### src/rtl/spi_slave_rx16.sv
// ============================================================================
//  Module   : spi_slave_rx16
//  Purpose  : SPI mode-0 slave, MSB first, oversampled in the CLK domain.
//             Deserialises WIDTH-bit command words into a held parallel word
//             with a one-cycle strobe. Serialises a response word on MISO.
//  Ports    : CLK, RST       - system clock, async active-high reset
//             SCK/SSEL/MOSI  - SPI pins from host (asynchronous to CLK)
//             MISO           - serial response to host
//             TX_DATA        - response word, captured at each load point
//             RX_DATA        - last complete received word (held)
//             RX_VALID       - one-CLK pulse when RX_DATA updates
//             TX_LOAD        - one-CLK pulse when TX_DATA is captured
//             BUSY           - synchronised chip-select is active
//  Revision : 1.0 - initial release
// ============================================================================
`default_nettype none

module spi_slave_rx16 #(
    parameter int WIDTH       = 16,
    parameter int SYNC_STAGES = 2
) (
    input  logic             CLK,
    input  logic             RST,
    input  logic             SCK,
    input  logic             SSEL,
    input  logic             MOSI,
    output logic             MISO,
    input  logic [WIDTH-1:0] TX_DATA,
    output logic [WIDTH-1:0] RX_DATA,
    output logic             RX_VALID,
    output logic             TX_LOAD,
    output logic             BUSY
);

    localparam int             CW         = $clog2(WIDTH);
    localparam logic [CW-1:0]  C_CNT_LAST = CW'(WIDTH - 1);

    typedef enum logic [0:0] {
        ST_IDLE   = 1'b0,
        ST_ACTIVE = 1'b1
    } state_t;

    // ------------------------------------------------------------------
    // Synchronisers and edge detection
    // ------------------------------------------------------------------
    logic [SYNC_STAGES-1:0] sck_sync_q;
    logic [SYNC_STAGES-1:0] ssel_sync_q;
    logic [SYNC_STAGES-1:0] mosi_sync_q;
    logic                   sck_dly_q;
    logic                   ssel_dly_q;
    // fill_q tracks how many chain stages hold genuine pin samples since
    // reset release; arm_q is set only once SSEL has truly been seen high,
    // so an SSEL already low at reset release cannot fake a frame start.
    logic [SYNC_STAGES:0]   fill_q;
    logic                   arm_q;

    logic w_sck;
    logic w_ssel;
    logic w_mosi;
    logic w_sck_rise;
    logic w_sck_fall;
    logic w_ssel_fall;
    logic w_ssel_rise;

    assign w_sck       = sck_sync_q[SYNC_STAGES-1];
    assign w_ssel      = ssel_sync_q[SYNC_STAGES-1];
    // Same stage as SCK so the data bit lines up with w_sck_rise.
    assign w_mosi      = mosi_sync_q[SYNC_STAGES-1];
    assign w_sck_rise  =  w_sck  & ~sck_dly_q;
    assign w_sck_fall  = ~w_sck  &  sck_dly_q;
    assign w_ssel_fall = ~w_ssel &  ssel_dly_q;
    assign w_ssel_rise =  w_ssel & ~ssel_dly_q;

    always_ff @(posedge CLK or posedge RST) begin
        if (RST) begin
            sck_sync_q  <= '0;
            ssel_sync_q <= '1;
            mosi_sync_q <= '0;
            sck_dly_q   <= 1'b0;
            ssel_dly_q  <= 1'b1;
            fill_q      <= '0;
            arm_q       <= 1'b0;
        end else begin
            sck_sync_q  <= {sck_sync_q[SYNC_STAGES-2:0],  SCK};
            ssel_sync_q <= {ssel_sync_q[SYNC_STAGES-2:0], SSEL};
            mosi_sync_q <= {mosi_sync_q[SYNC_STAGES-2:0], MOSI};
            sck_dly_q   <= w_sck;
            ssel_dly_q  <= w_ssel;
            fill_q      <= {fill_q[SYNC_STAGES-1:0], 1'b1};
            if (fill_q[SYNC_STAGES] && w_ssel && ssel_dly_q) begin
                arm_q <= 1'b1;
            end
        end
    end

    // ------------------------------------------------------------------
    // Frame state machine and datapath
    // ------------------------------------------------------------------
    state_t           state_q,    state_d;
    logic [CW-1:0]    cnt_q,      cnt_d;
    logic [WIDTH-2:0] rx_shift_q, rx_shift_d;   // bits gathered so far
    logic [WIDTH-1:0] tx_shift_q, tx_shift_d;
    logic [WIDTH-1:0] rx_data_q,  rx_data_d;
    logic             rx_valid_q, rx_valid_d;
    logic             tx_load_q,  tx_load_d;
    // Set by a word-boundary reload: the next SCK fall must keep the freshly
    // loaded MSB on MISO rather than shifting it away.
    logic             skip_q,     skip_d;

    logic [WIDTH-1:0] w_word;
    assign w_word = {rx_shift_q, w_mosi};

    always_ff @(posedge CLK or posedge RST) begin
        if (RST) begin
            state_q    <= ST_IDLE;
            cnt_q      <= '0;
            rx_shift_q <= '0;
            tx_shift_q <= '0;
            rx_data_q  <= '0;
            rx_valid_q <= 1'b0;
            tx_load_q  <= 1'b0;
            skip_q     <= 1'b0;
        end else begin
            state_q    <= state_d;
            cnt_q      <= cnt_d;
            rx_shift_q <= rx_shift_d;
            tx_shift_q <= tx_shift_d;
            rx_data_q  <= rx_data_d;
            rx_valid_q <= rx_valid_d;
            tx_load_q  <= tx_load_d;
            skip_q     <= skip_d;
        end
    end

    always_comb begin
        state_d    = state_q;
        cnt_d      = cnt_q;
        rx_shift_d = rx_shift_q;
        tx_shift_d = tx_shift_q;
        rx_data_d  = rx_data_q;
        rx_valid_d = 1'b0;
        tx_load_d  = 1'b0;
        skip_d     = skip_q;

        case (state_q)
            ST_IDLE: begin
                // SCK/MOSI activity is ignored here; a simultaneous SCK
                // edge at frame start is dropped by construction.
                if (w_ssel_fall && arm_q) begin
                    state_d    = ST_ACTIVE;
                    cnt_d      = '0;
                    tx_shift_d = TX_DATA;
                    tx_load_d  = 1'b1;
                    skip_d     = 1'b0;
                end
            end

            ST_ACTIVE: begin
                if (w_sck_rise) begin
                    rx_shift_d = w_word[WIDTH-2:0];
                    if (cnt_q == C_CNT_LAST) begin
                        rx_data_d  = w_word;
                        rx_valid_d = 1'b1;
                        cnt_d      = '0;
                        tx_shift_d = TX_DATA;
                        tx_load_d  = 1'b1;
                        skip_d     = 1'b1;
                    end else begin
                        cnt_d = cnt_q + CW'(1);
                    end
                end else if (w_sck_fall) begin
                    if (skip_q) begin
                        skip_d = 1'b0;
                    end else begin
                        tx_shift_d = {tx_shift_q[WIDTH-2:0], 1'b0};
                    end
                end

                // Evaluated after the SCK handling so a word finishing in
                // the same cycle still completes before returning to idle.
                if (w_ssel_rise) begin
                    state_d = ST_IDLE;
                    cnt_d   = '0;
                    skip_d  = 1'b0;
                end
            end

            default: begin
                state_d = ST_IDLE;
            end
        endcase
    end

    assign RX_DATA  = rx_data_q;
    assign RX_VALID = rx_valid_q;
    assign TX_LOAD  = tx_load_q;
    assign BUSY     = (state_q == ST_ACTIVE);
    assign MISO     = (state_q == ST_ACTIVE) & tx_shift_q[WIDTH-1];

endmodule

`default_nettype wire

### config.mk
export PLATFORM = sky130hd
export DESIGN_NAME = spi_slave_rx16
export DESIGN_NICKNAME = d
export VERILOG_FILES = /design/src/rtl/spi_slave_rx16.sv
export SDC_FILE = /design/constraint.sdc
export NUM_CORES = 1
export LEC_CHECK = 0
export ABC_AREA = 1
export BUFFER_PORTS_ARGS = -buffer_cell sky130_fd_sc_hd__buf_4
export CAP_MARGIN = 20
export CORE_MARGIN = 5
export CORE_UTILIZATION = 50
export DETAILED_ROUTE_END_ITERATION = 7
export PLACE_DENSITY = 0.68
export SYNTH_ARGS = -nofsm -noshare
export SYNTH_HDL_FRONTEND = slang
export SYNTH_SLANG_ARGS = --single-unit
### constraint.sdc
create_clock -name CLK -period 4.25 [get_ports CLK]
set_input_delay 0.2125 -clock CLK [delete_from_list [all_inputs] [get_ports CLK]]
set_output_delay 0.2125 -clock CLK [all_outputs]
set_load 0.1 [all_outputs]
==> results of run 1 <==
power groups by stage:
stage                     Clock, uW  Sequential, uW  Combinational (uW)
after detailed placement          0             801                 255
after floorplan                   0             794                 197
after global routing            498             806                 292
after global placement            0             800                 248
final                           462             791                 255
after CTS                       473             791                 258
cell type report:
type	count	share of cell area, %
Multi-Input combinational cell	206	29.8
Inverter	21	2.49
Clock inverter	2	0.297
Clock buffer	14	4.83
Timing Repair Buffer	44	10.0
Tap cell	72	2.68
Sequential cell	67	49.9
stage by stage:
stage / setup WS (ns) / utilization [%] / cell area, um2 / power, uW
2_1_floorplan: 1.93 / - / 2840 / 991
5_1_grt: 1.71 / 61.1 / 3370 / 1600
3_3_place_gp: 2.03 / 57.5 / 3160 / 1050
6_report: 1.96 / 61.1 / 3370 / 1510
3_5_place_dp: 1.99 / 57.5 / 3160 / 1060
4_1_cts: 1.97 / 61.1 / 3370 / 1520
worst min-delay path by stage:
stage                     depth (start not counted)  from        endpoint
after floorplan                                   0  SSEL  ssel_sync_q[0]
after global placement                            1  SSEL  ssel_sync_q[0]
after detailed placement                          1   SCK   sck_sync_q[0]
after CTS                                         2   RST           arm_q
after global routing                              2   RST       fill_q[1]
final                                             2   RST       fill_q[1]
logic make-up (layout without fill, tap and decap cells):
| group | after synthesis | after routing | synth area share [%] |
|---|---|---|---|
| AO/OA/AOI/OAI | 32 | 32 | 7.09 |
| XOR/XNOR | 1 | 1 | 0.308 |
| adder cells (fa/ha/maj) | 1 | 1 | 0.440 |
| buffers and inverters | 33 | 81 | 5.59 |
| flip-flops | 67 | 67 | 59.1 |
| other | 1 | 1 | 0.132 |
| AND/OR/NAND/NOR | 171 | 171 | 27.3 |
worst max-delay path, delay by kind of cell (launching register included):
kind / cells / cell delay (ns)
AND/OR/NAND/NOR: 4 / 1.15
flip-flops: 1 / 0.83
buffers and inverters: 1 / 0.18
cells in the final DEF (no fill, tap or decap), drive strengths merged:
cell type    Yosys  routed
inv             21      21
conb             1       1
clkbuf           1      14
nand3           22      22
nand3b           1       1
nor2             3       3
or2              1       1
o21ai           31      31
clkinv           0       2
a21oi            1       1
nand4           17      17
dfrtp           64      64
buf             11      41
ha               1       1
nand2          127     127
dlygate4sd3      0       3
dfstp            3       3
xor2             1       1
sequential cells by signal, summed over array words and instances, names as in the netlist:
register,count
sck_sync_q,2
ssel_sync_q,2
rx_shift_q,15
skip_q,1
RX_DATA,16
arm_q,1
fill_q,3
sck_dly_q,1
TX_LOAD,1
mosi_sync_q,2
tx_shift_q,16
BUSY,1
ssel_dly_q,1
RX_VALID,1
cnt_q,4
layer usage:
metal  share of wire (%)  GRT usage, %  routed length, um  vias to the layer above
met3                 4.4          3.69                244                       13
met5                   0             0                  0                        -
li1                    -             -                  -                     1069
met2                  47          25.8               2570                       39
met1                  47          22.5               2580                     1008
met4                 2.1          8.49                117                        0
Yosys cell counts, drive strengths merged:
cell / count / area [um2]
dfstp: 3 / 78.8
nand2: 127 / 492
xor2: 1 / 8.76
inv: 21 / 83.8
dfrtp: 64 / 1600
ha: 1 / 12.5
nand3: 22 / 120
nand3b: 1 / 7.51
nor2: 3 / 43.8
nand4: 17 / 106
a21oi: 1 / 5.00
clkbuf: 1 / 3.75
o21ai: 31 / 196
buf: 11 / 71.3
or2: 1 / 6.26
conb: 1 / 3.75
==> flow_summary.json, run 1 <==
{
  "cp_cell_sequence": "inv_2, nand2_1, nand3_2, nand2_1, nand2_1",
  "syn-instance-count": 306,
  "finalWeightedCongestion": 0.765,
  "cp_max_fo": 22,
  "vdd_ir_drop_max_v": 0.000230,
  "layout.nets": 371,
  "track_usage_pct": 16.8,
  "grt_overflow": 0,
  "clock_skew_ns": 0.00883,
  "worstMarginPinSlew_ns": 0.863,
  "regToRegStartpoint": "BUSY",
  "p_sw_uw": 448,
  "dr.pass1.iters": 5,
  "wl_per_cell_um": 12.9,
  "synth_area_um2": 2840,
  "p_comb_share_pct": 16.9,
  "clock_path_buffers": 2,
  "num_rows": 27,
  "grt_pass1_vias": 2154,
  "setup-tns-final_ns": 0,
  "vias": 2129,
  "rr_endpoint": "tx_shift_q[5]",
  "hold_buffers": 3,
  "worst_path_largest_cell_delay_ns": 0.83,
  "power_density_nw_per_um2": 448,
  "die_x_um": 85.4,
  "crit_slowest_cell": "dfrtp_1",
  "grt_max_degree": 42,
  "portBuffers": 40,
  "postSynthAreaPerCell_um2": 9.29,
  "hold_class": "in2async",
  "startpoint_type": "register",
  "ys_seq_area_share_pct": 59.1,
  "post-dp-hpwl_um": 3610,
  "die_y_um": 85.4,
  "antenna_cells": 0,
  "final_cells": 426,
  "clk_pin_slew_worst_paths_ns": 0.06,
  "synth_nets": 328,
  "p_leak_uw": 0.00178,
  "multiInputGateArea_um2": 1000,
  "path_class": "reg2reg",
  "setup_viol": 0,
  "vias_per_cell": 5.00,
  "seqPwrFrac_pct": 52.5,
  "fmax_mhz": 437,
  "register_area_um2": 1680,
  "drtIter0Drc": 110,
  "p_sw_share_pct": 29.7,
  "io_pins": 41,
  "startpoint": "BUSY",
  "cts_tree": "built",
  "slew_violations": 0,
  "r2r_slack_ns": 1.96,
  "area_delta_synth_final_pct": 18.5,
  "cts.repair.resized": 0,
  "die-area_um2": 7290,
  "crit_end": "tx_shift_q[5]",
  "hold_viol": 0,
  "required_ns": 4.47,
  "clockPowerShare_pct": 30.6,
  "post_cts.repair.setup_buffers": 0,
  "final_antenna_net_count": 0,
  "yosysUniqueCellTypes": 27,
  "reg2regPathDepth": 5,
  "cts_buffers": 9,
  "fillers": 494,
  "slew_headroom_pct": 42.4,
  "cp.arrival_ns": 2.51,
  "dp_cells": 407,
  "start_util_pct": 51.6,
  "root_buffer": "clkbuf_8",
  "internal_power_uw": 1060,
  "drive_above_1_share_pct": 23.2,
  "antenna_found_initial": 0,
  "cts_sinks": 67,
  "holdWs_ns": 0.0581,
  "crit_path_end_kind": "register",
  "status": "finished, final reports clean",
  "coreArea_um2": 5510,
  "ys_ff_latch": 67,
  "grt_pass1_wl_um": 9850,
  "drv_cap": 0,
  "fin_crit_sh_pct": 53.9,
  "routed_wl_um": 5520,
  "synth_warnings": 0,
  "fin_crit_ns": 2.29,
  "crit_top_cell": "nand2_1",
  "htreeDepth": 3,
  "drt_drc_violations_left": 0,
  "rsz0062_at_grt": "false",
  "clk_latency_ns": 0.33
}
Note: power is estimated with default switching activity, not from simulation.
==> run 2: changes to the inputs <==
--- a/config.mk
+++ b/config.mk
@@ -11,7 +11,7 @@
 export CORE_MARGIN = 5
 export CORE_UTILIZATION = 50
 export DETAILED_ROUTE_END_ITERATION = 7
-export PLACE_DENSITY = 0.68
+export PLACE_DENSITY = 0.71
 export SYNTH_ARGS = -nofsm -noshare
 export SYNTH_HDL_FRONTEND = slang
 export SYNTH_SLANG_ARGS = --single-unit
==> constraint.sdc (replaced) <==
create_clock -name CLK -period 2.1 [get_ports CLK]
set_input_delay 0.105 -clock CLK [delete_from_list [all_inputs] [get_ports CLK]]
set_output_delay 0.105 -clock CLK [all_outputs]
set_load 0.1 [all_outputs]
==> run 2 against run 1 <==
Compared with the run above: die area unchanged; wire length increased by 0.74%; final cell count rose by 1.4%; first-iteration DRC count grew 41%; sequential power rose by 100%; clock skew up 0.0021 ns; critical path depth is 1 lower; global-route usage is 0.13 points higher.
==> flow_summary.json, run 2 (same netlist as run 1, synthesis figures left out) <==
{
  "status": "finished, final reports clean",
  "hold_viol": 0,
  "hold_class": "in2reg",
  "layout.nets": 377,
  "rsz0062_at_grt": "false",
  "power_density_nw_per_um2": 955,
  "min_from": "TX_DATA[0]",
  "start_util_pct": 51.6,
  "track_usage_pct": 17.0,
  "num_rows": 27,
  "grt_max_degree": 68,
  "vdd_ir_drop_max_v": 0.000443,
  "slew_violations": 0,
  "cts_buffers": 9,
  "clk_pin_slew_worst_paths_ns": 0.07,
  "crit_buf_inv": 0,
  "crit_path_end_kind": "register",
  "fin_crit_sh_pct": 78.2,
  "clock_path_buffers": 2,
  "cp_max_fo": 17,
  "setup_viol": 0,
  "startpoint_type": "register",
  "placed_area_um2": 3220,
  "antenna_found_initial": 0,
  "vias": 2169,
  "grt_overflow": 0,
  "area_delta_synth_final_pct": 22.5,
  "drt_drc_violations_left": 0,
  "layout_common_cells": "123 x nand2_1, 63 x dfrtp_1, 45 x buf_4",
  "die-area_um2": 7290,
  "clk_latency_ns": 0.33,
  "cp.arrival_ns": 1.85,
  "clock_skew_ns": 0.0109,
  "worst_path_largest_cell_delay_ns": 0.43,
  "startpoint": "sck_sync_q[1]",
  "p_leak_uw": 0.00183,
  "grt_pass1_vias": 2186,
  "final_antenna_net_count": 0,
  "cpLargestDelayFamily": "simple AND/OR/NAND/NOR gates",
  "drtIter0Drc": 155,
  "drive_above_1_share_pct": 25.3,
  "routed_wl_um": 5560,
  "fin_crit_ns": 1.64,
  "finalWeightedCongestion": 0.790,
  "coreArea_um2": 5510,
  "vias_per_cell": 5.02,
  "io_pins": 41,
  "die_y_um": 85.4,
  "grt_pass1_wl_um": 10000,
  "die_x_um": 85.4,
  "cts_sinks": 67,
  "post_cts.repair.setup_buffers": 0,
  "required_ns": 2.31,
  "mostFrequentLayoutCell": "nand2_1",
  "worstMarginPinSlew_ns": 0.563,
  "wl_per_cell_um": 12.9,
  "finalInstanceArea_um2": 3480,
  "setup-tns-final_ns": 0,
  "path_class": "reg2reg",
  "drv_cap": 0,
  "root_buffer": "clkbuf_8",
  "cp_cell_sequence": "nand2_4, nand2_1, o21ai_2, o21ai_0",
  "portBuffers": 40,
  "crit_slowest_cell": "dfrtp_1",
  "post-dp-hpwl_um": 3550,
  "antenna_cells": 0,
  "fmax_mhz": 609,
  "cts.repair.resized": 0,
  "regToRegStartpoint": "sck_sync_q[1]",
  "dr.pass1.iters": 4,
  "htreeDepth": 3,
  "cts_tree": "built",
  "slew_headroom_pct": 62.4
}
run 2: cell types whose count changed in the layout (fill, tap and decap cells not counted), sizes merged:
cell,delta
bufinv,+2
clkbuf,-4
buf,+5
dlygate4sd3,+1
clkinvlp,+2
run 2: path summary, 6_finish.rpt:
check                      slack [ns]  depth (start not counted)              to
min reg2reg                      0.35                          0       fill_q[1]
max in group asynchronous        1.37                          4  ssel_sync_q[1]
max                              0.46                          4        cnt_q[1]
min                              0.05                          3   tx_shift_q[0]
max reg2reg                      0.46                          4        cnt_q[1]
min in group asynchronous        0.38                          4      RX_DATA[9]
run 2: worst reg2reg max path: stages, from the launching register on:
cell and delay (ns):
dfrtp_1 0.43, nand2_4 0.23, nand2_1 0.40, o21ai_2 0.35
o21ai_0 0.12
run 2: final cells by class:
class | count | area (um2)
Inverter | 21 | 83.8
Sequential cell | 67 | 1680
Tap cell | 72 | 90.1
Multi-Input combinational cell | 206 | 1000
Timing Repair Buffer | 50 | 398
Clock buffer | 10 | 138
Clock inverter | 6 | 88.8
Fill cell | 485 | 2020
run 2: per-stage QoR:
step           cells  setup WS, ns  util, %  total power, uW  hold slack, ns
2_1_floorplan    306         0.168        -             2010           0.109
3_3_place_gp     412         0.512     58.4             2140           0.212
3_5_place_dp     412         0.455     58.4             2150           0.214
4_1_cts          432         0.462     63.2             3350          0.0417
5_1_grt          432         0.319     63.2             3520          0.0534
6_report         432         0.458     63.2             3330          0.0473
run 2: repair_timing:
item,CTS,global route
hold buffers,4,0
endpoints found under the hold margin,67,0
setup endpoints to repair,0,0
run 2: where the power goes:
| group | leakage, uW | switching, uW | internal [uW] |
|---|---|---|---|
| clock network | 0.000108 | 493 | 700 |
| logic | 0.000853 | 354 | 191 |
| registers | 0.000869 | 110 | 1480 |
| total | 0.00183 | 956 | 2370 |
run 2: per-layer routing:
layer / up-vias / share of wire (%) / global-route usage [%] / routed length [um]
li1: 1084 / - / - / -
met1: 1022 / 47 / 22.6 / 2590
met2: 54 / 46 / 26.5 / 2570
met3: 9 / 5.8 / 4.66 / 321
met4: 0 / 1.4 / 6.33 / 76
met5: - / 0 / 0 / 0
